$ cat config.mk
export PLATFORM = sky130hd
export DESIGN_NAME = sliced_adder_nbit_flat
export DESIGN_NICKNAME = d
export VERILOG_FILES = /design/src/rtl/adder_pkg.sv /design/src/rtl/sliced_adder_nbit_if.sv /design/src/rtl/adder_nbit.sv /design/src/rtl/sliced_adder_nbit.sv /design/src/flat_wrapper.sv
export SDC_FILE = /design/constraint.sdc
export NUM_CORES = 1
export LEC_CHECK = 0
export BUFFER_PORTS_ARGS = -buffer_cell sky130_fd_sc_hd__clkbuf_2
export CAP_MARGIN = 15
export CORE_MARGIN = 3
export CORE_UTILIZATION = 55
export CTS_CLUSTER_SIZE = 12
export DETAILED_ROUTE_END_ITERATION = 12
export GPL_TIMING_DRIVEN = 0
export PLACE_DENSITY_LB_ADDON = 0.05
export RECOVER_POWER = 50
export SLEW_MARGIN = 20
export SYNTH_ARGS = -nofsm -noshare
export SYNTH_HDL_FRONTEND = slang
export SYNTH_SLANG_ARGS = --single-unit
$ cat constraint.sdc
create_clock -name clk -period 3.6 [get_ports clk]
set_input_delay 0.18 -clock clk [delete_from_list [all_inputs] [get_ports clk]]
set_output_delay 0.18 -clock clk [all_outputs]
set_load 0.005 [all_outputs]
$ cat src/rtl/adder_pkg.sv
// Shared definitions for the sliced adder: FSM encoding and slice arithmetic.
package adder_pkg;

  localparam int unsigned STATE_W = 2;

  typedef enum logic [STATE_W-1:0] {
    IDLE = 2'd0,
    CALC = 2'd1,
    DONE = 2'd2
  } state_t;

  // Number of whole slices that fit in num_bits; the caller checks the remainder.
  function automatic int unsigned slice_count(input int unsigned num_bits,
                                              input int unsigned slice_bits);
    return num_bits / slice_bits;
  endfunction

endpackage

$ cat src/rtl/sliced_adder_nbit_if.sv
// Request/result bundle for the sliced adder (start/busy/done handshake).
interface sliced_adder_nbit_if #(
  parameter int unsigned NUM_BITS = 16
);
  logic                start;
  logic [NUM_BITS-1:0] a;
  logic [NUM_BITS-1:0] b;
  logic                carry_in;
  logic                busy;
  logic                done;
  logic [NUM_BITS-1:0] sum;
  logic                overflow;

  modport master (
    output start, a, b, carry_in,
    input  busy, done, sum, overflow
  );

  modport slave (
    input  start, a, b, carry_in,
    output busy, done, sum, overflow
  );
endinterface

$ cat src/rtl/adder_nbit.sv
// Combinational WIDTH-bit adder with carry in and carry out.
module adder_nbit #(
  parameter int unsigned WIDTH = 16
) (
  input  logic [WIDTH-1:0] a,
  input  logic [WIDTH-1:0] b,
  input  logic             carry_in,
  output logic [WIDTH-1:0] sum,
  output logic             overflow
);

  assign {overflow, sum} = {1'b0, a} + {1'b0, b} + {{WIDTH{1'b0}}, carry_in};

endmodule

$ cat src/rtl/sliced_adder_nbit.sv
// Multi-cycle unsigned adder: one SLICE_BITS slice per clock, LSB slice first,
// carry registered between slices.
module sliced_adder_nbit
  import adder_pkg::*;
#(
  parameter int unsigned NUM_BITS   = 16,
  parameter int unsigned SLICE_BITS = 4
) (
  input  logic              clk,
  input  logic              rst,
  sliced_adder_nbit_if.slave bus
);

  localparam int unsigned NUM_SLICES = slice_count(NUM_BITS, SLICE_BITS);
  localparam int unsigned IDX_W      = (NUM_SLICES > 1) ? $clog2(NUM_SLICES) : 1;
  localparam logic [IDX_W-1:0] LAST_IDX = IDX_W'(NUM_SLICES - 1);

  if (NUM_BITS < 2) begin : g_bad_width
    $error("sliced_adder_nbit: NUM_BITS must be >= 2");
  end
  if (NUM_SLICES * SLICE_BITS != NUM_BITS) begin : g_bad_slice
    $error("sliced_adder_nbit: SLICE_BITS must divide NUM_BITS");
  end

  state_t                state_q, state_d;
  logic [NUM_BITS-1:0]   op_a, op_b, acc, acc_d, sum_q;
  logic                  carry_q, ovf_q;
  logic [IDX_W-1:0]      idx;
  logic [SLICE_BITS-1:0] sl_a, sl_b, sl_sum;
  logic                  sl_carry;
  logic                  accept, last;

  assign accept = bus.start && ((state_q == IDLE) || (state_q == DONE));
  assign last   = (idx == LAST_IDX);

  assign sl_a = op_a[idx*SLICE_BITS +: SLICE_BITS];
  assign sl_b = op_b[idx*SLICE_BITS +: SLICE_BITS];

  adder_nbit #(.WIDTH(SLICE_BITS)) u_slice (
    .a        (sl_a),
    .b        (sl_b),
    .carry_in (carry_q),
    .sum      (sl_sum),
    .overflow (sl_carry)
  );

  // Accumulator with the current slice merged in, so the completing edge
  // can publish the full result in the same cycle.
  always_comb begin
    acc_d = acc;
    acc_d[idx*SLICE_BITS +: SLICE_BITS] = sl_sum;
  end

  // State register.
  always_ff @(posedge clk or posedge rst) begin
    if (rst) state_q <= IDLE;
    else     state_q <= state_d;
  end

  // Next-state decode.
  always_comb begin
    state_d = state_q;
    unique case (state_q)
      IDLE:    if (bus.start) state_d = CALC;
      CALC:    if (last)      state_d = DONE;
      DONE:    state_d = bus.start ? CALC : IDLE;
      default: state_d = IDLE;
    endcase
  end

  // Operand capture, per-slice accumulation and result publication.
  always_ff @(posedge clk or posedge rst) begin
    if (rst) begin
      op_a    <= '0;
      op_b    <= '0;
      acc     <= '0;
      carry_q <= 1'b0;
      idx     <= '0;
      sum_q   <= '0;
      ovf_q   <= 1'b0;
    end else if (accept) begin
      op_a    <= bus.a;
      op_b    <= bus.b;
      carry_q <= bus.carry_in;
      idx     <= '0;
    end else if (state_q == CALC) begin
      acc     <= acc_d;
      carry_q <= sl_carry;
      idx     <= idx + 1'b1;
      if (last) begin
        sum_q <= acc_d;
        ovf_q <= sl_carry;
      end
    end
  end

  assign bus.busy     = (state_q == CALC);
  assign bus.done     = (state_q == DONE);
  assign bus.sum      = sum_q;
  assign bus.overflow = ovf_q;

endmodule

$ cat src/flat_wrapper.sv
// flat-port wrapper written by rule: the top's interface ports become plain ports
module sliced_adder_nbit_flat import adder_pkg::*;
#(
  parameter int unsigned NUM_BITS   = 16,
  parameter int unsigned SLICE_BITS = 4
)
  (clk, rst, bus_start, bus_a, bus_b, bus_carry_in, bus_busy, bus_done, bus_sum, bus_overflow);
  sliced_adder_nbit_if #(.NUM_BITS(NUM_BITS)) bus_i ();
  input  logic clk;
  input  logic rst;
  input wire logic [$bits(bus_i.start)-1:0] bus_start;
  input wire logic [$bits(bus_i.a)-1:0] bus_a;
  input wire logic [$bits(bus_i.b)-1:0] bus_b;
  input wire logic [$bits(bus_i.carry_in)-1:0] bus_carry_in;
  output wire logic [$bits(bus_i.busy)-1:0] bus_busy;
  output wire logic [$bits(bus_i.done)-1:0] bus_done;
  output wire logic [$bits(bus_i.sum)-1:0] bus_sum;
  output wire logic [$bits(bus_i.overflow)-1:0] bus_overflow;
  assign bus_i.start = bus_start;
  assign bus_i.a = bus_a;
  assign bus_i.b = bus_b;
  assign bus_i.carry_in = bus_carry_in;
  assign bus_busy = bus_i.busy;
  assign bus_done = bus_i.done;
  assign bus_sum = bus_i.sum;
  assign bus_overflow = bus_i.overflow;
  sliced_adder_nbit #(.NUM_BITS(NUM_BITS), .SLICE_BITS(SLICE_BITS)) u_core (.clk(clk), .rst(rst), .bus(bus_i));
endmodule
==> out/results.ini <==
[detailed_routing]
avgViaCountPerCell = 5.667
route.met2.wl_mm = 3.154
wl_met1_mm = 2.833
vias = 2193
drt_iter0_markers = 132
drc = 0
drt-pass1-iter-count = 4
wl_mm = 6.477
top_layer = met4
antenna_left = 0
dr_wl_met3_um = 329
wire_per_inst_um = 16.74

[timing]
tns_ps = 0
finalMaxSlewViolations = 0
finClkSkew_ps = 7.169
worst_pin_slew_ps = 1354
setup_viol = 0
finalWorstPathRequiredPeriod_ps = 3180
relSlewSlack_pct = 9.765
max_freq_mhz = 314.4
fin_crit_sh_pct = 88.34
hold_viol_final = 0
rsz0062_at_grt = no

[layout]
num_antenna_cells = 0
areaGrowthSynthToFinish_pct = 17.55
nets = 357
final_cells = 387
drive_gt1_share_pct = 38.10
utilization_pct = 67.48
design_area_sq_um = 3739

[clocking]
cts_max_level = 3
postCtsSetupBuffers = 0
cts_tree = built
clkLatencyLatePin_ps = 340
cts_root_buf = clkbuf_8
cts_buffer_depth = 2
hold_buffers = 1
postCtsResizedCells = 0
cts_buffers = 9
cts_sinks = 70
clk_pin_slew_ps = 70

[critical_path]
path_cells = buf_2 -> mux4_2 -> fa_1 -> and3_1 -> o21ai_0 -> and2_1 -> a32o_1
cp_slowest_stage_delay_ps = 580
critical_path_class = reg2reg
end_kind = flop
cp_max_fo = 10
path_depth = 7
crit_family = compound AO/OA/AOI/OAI gates
cp.required_ps = 3870
r2r_cells = 7
arrival_ps = 3450
crit_slowest_cell = mux4_2
start_kind = flop
crit_buf_inv = 1

[synthesis]
yosysSeqAreaShare_pct = 55.07
synth_cells = 243
ys.flop_type = dfrtp_1
synth_edf_count = 0
synthTopCellsByCount = dfrtp_1 (70), mux2_2 (32), nor2_1 (30), a221oi_1 (12), inv_1 (12)
synth_area_leaders = dfrtp_1 (55%), mux2_2 (11%), mux4_2 (5.7%)
synth_top_area_cell = dfrtp_1
synthesis.area_sq_um = 3181
ys_warn_count = 0
syn-mean-instance-area_sq_um = 13.09
ys_ff_latch = 70
synth-async-reset-ratio_pct = 100.0
syn-num-nets = 290
synth_most_common_cell = dfrtp_1
synth_top_area_share_pct = 55.07
ys_types = 30

[die]
ioPinCount = 55
die_y_um = 82.05
initial_core_util_pct = 57.41
die_area_sq_um = 6731
rows = 27
dieWidth_um = 82.05
core-area_sq_um = 5540

[power]
p_leak_uw = 0.001731
max-vdd-ir-drop_mv = 0.6310
p_per_area_nw_per_um2 = 1079

[global_route]
grt_pass1_wl_mm = 10.69
antenna_found_initial = 0
grt_max_degree = 56
overflow = 0
track_usage_pct = 21.67
grt_pass1_vias = 2113

[placement]
detailed_place_hpwl_mm = 4.582
gp_congestion = 0.7760
port_buffers = 54
dpl-instance-area_sq_um = 3571
placed_cells = 370

[outcome]
outcome = completed

[worst_hold_path]
hp-class = in2reg
hold_path_depth = 2

[flow_run]
cap_violations = 0

-- cells in the final DEF, fill, tap and decap left out, types with 4 or more instances in the layout --
cell       n
a221oi_1  12
clkbuf_2  51
mux2_2    32
a21oi_1    5
mux4_2     8
o21ai_0    4
inv_1     11
nand2_1    9
nor2_1    30
dfrtp_1   70
clkbuf_1   9
ha_1       9
buf_2      6
clkbuf_8  12
a22o_1     9
a32oi_1    4
a32o_1     8
-- path summary, 6_finish.rpt --
kind,from,to,slack (ps)
hold reg to reg,u_core.acc[4],u_core.acc[4],490
hold / removal,bus_b[13],u_core.op_b[13],70
setup / recovery,u_core.idx[0],u_core.acc[11],420
min in group asynchronous,rst,u_core.op_b[14],430
setup reg to reg,u_core.idx[0],u_core.acc[11],420
max in group asynchronous,rst,u_core.bus.sum[11],1470
-- power by group --
part	leakage (uW)	switching, uW	internal [uW]
registers	0.000855	193	1160
clock network	0.0000954	285	305
logic	0.000781	1220	880
-- state kept, by name, indices dropped and copies added, names as in the netlist --
name and cells:
u_core.bus.overflow 1, u_core.state_q 2, u_core.idx 2, u_core.carry_q 1, u_core.acc 16, u_core.op_b 16, u_core.op_a 16, u_core.bus.sum 16
-- layer usage --
| layer | global-route usage [%] | vias to the layer above |
|---|---|---|
| li1 | - | 1028 |
| met4 | 9.635 | 0 |
| met1 | 29.82 | 1084 |
| met2 | 33.12 | 64 |
| met5 | 0 | - |
| met3 | 4.715 | 17 |
-- cell families after synthesis --
logic type,after synthesis,share of synthesized area [%]
buffers and inverters,25,3.186
adder cells (fa/ha/maj),11,4.799
AO/OA/AOI/OAI,46,11.76
XOR/XNOR,1,0.2754
multiplexers,40,16.99
AND/OR/NAND/NOR,50,7.907
flip-flops,70,55.07
-- per-stage QoR --
step	power (uW)	setup WS (ps)	hold slack (ps)
5_1_grt	4354	179.9	55.41
3_5_place_dp	3480	418.8	118.1
6_report	4032	419.6	67.33
4_1_cts	4071	394.0	58.06
2_1_floorplan	2804	801.5	331.7
3_3_place_gp	3408	422.2	411.9
-- final cells by class --
cell class | instances | area [sq um]
plain buffers | 11 | 48.80
fillers | 440 | 1802
flip-flops and latches | 70 | 1752
clock inverters | 3 | 17.52
repair buffers | 56 | 280.3
multi-input cells | 148 | 1328
clock buffers | 13 | 168.9
well taps | 72 | 90.09
inverters | 14 | 53.80
Note: power is estimated with default switching activity, not from simulation.
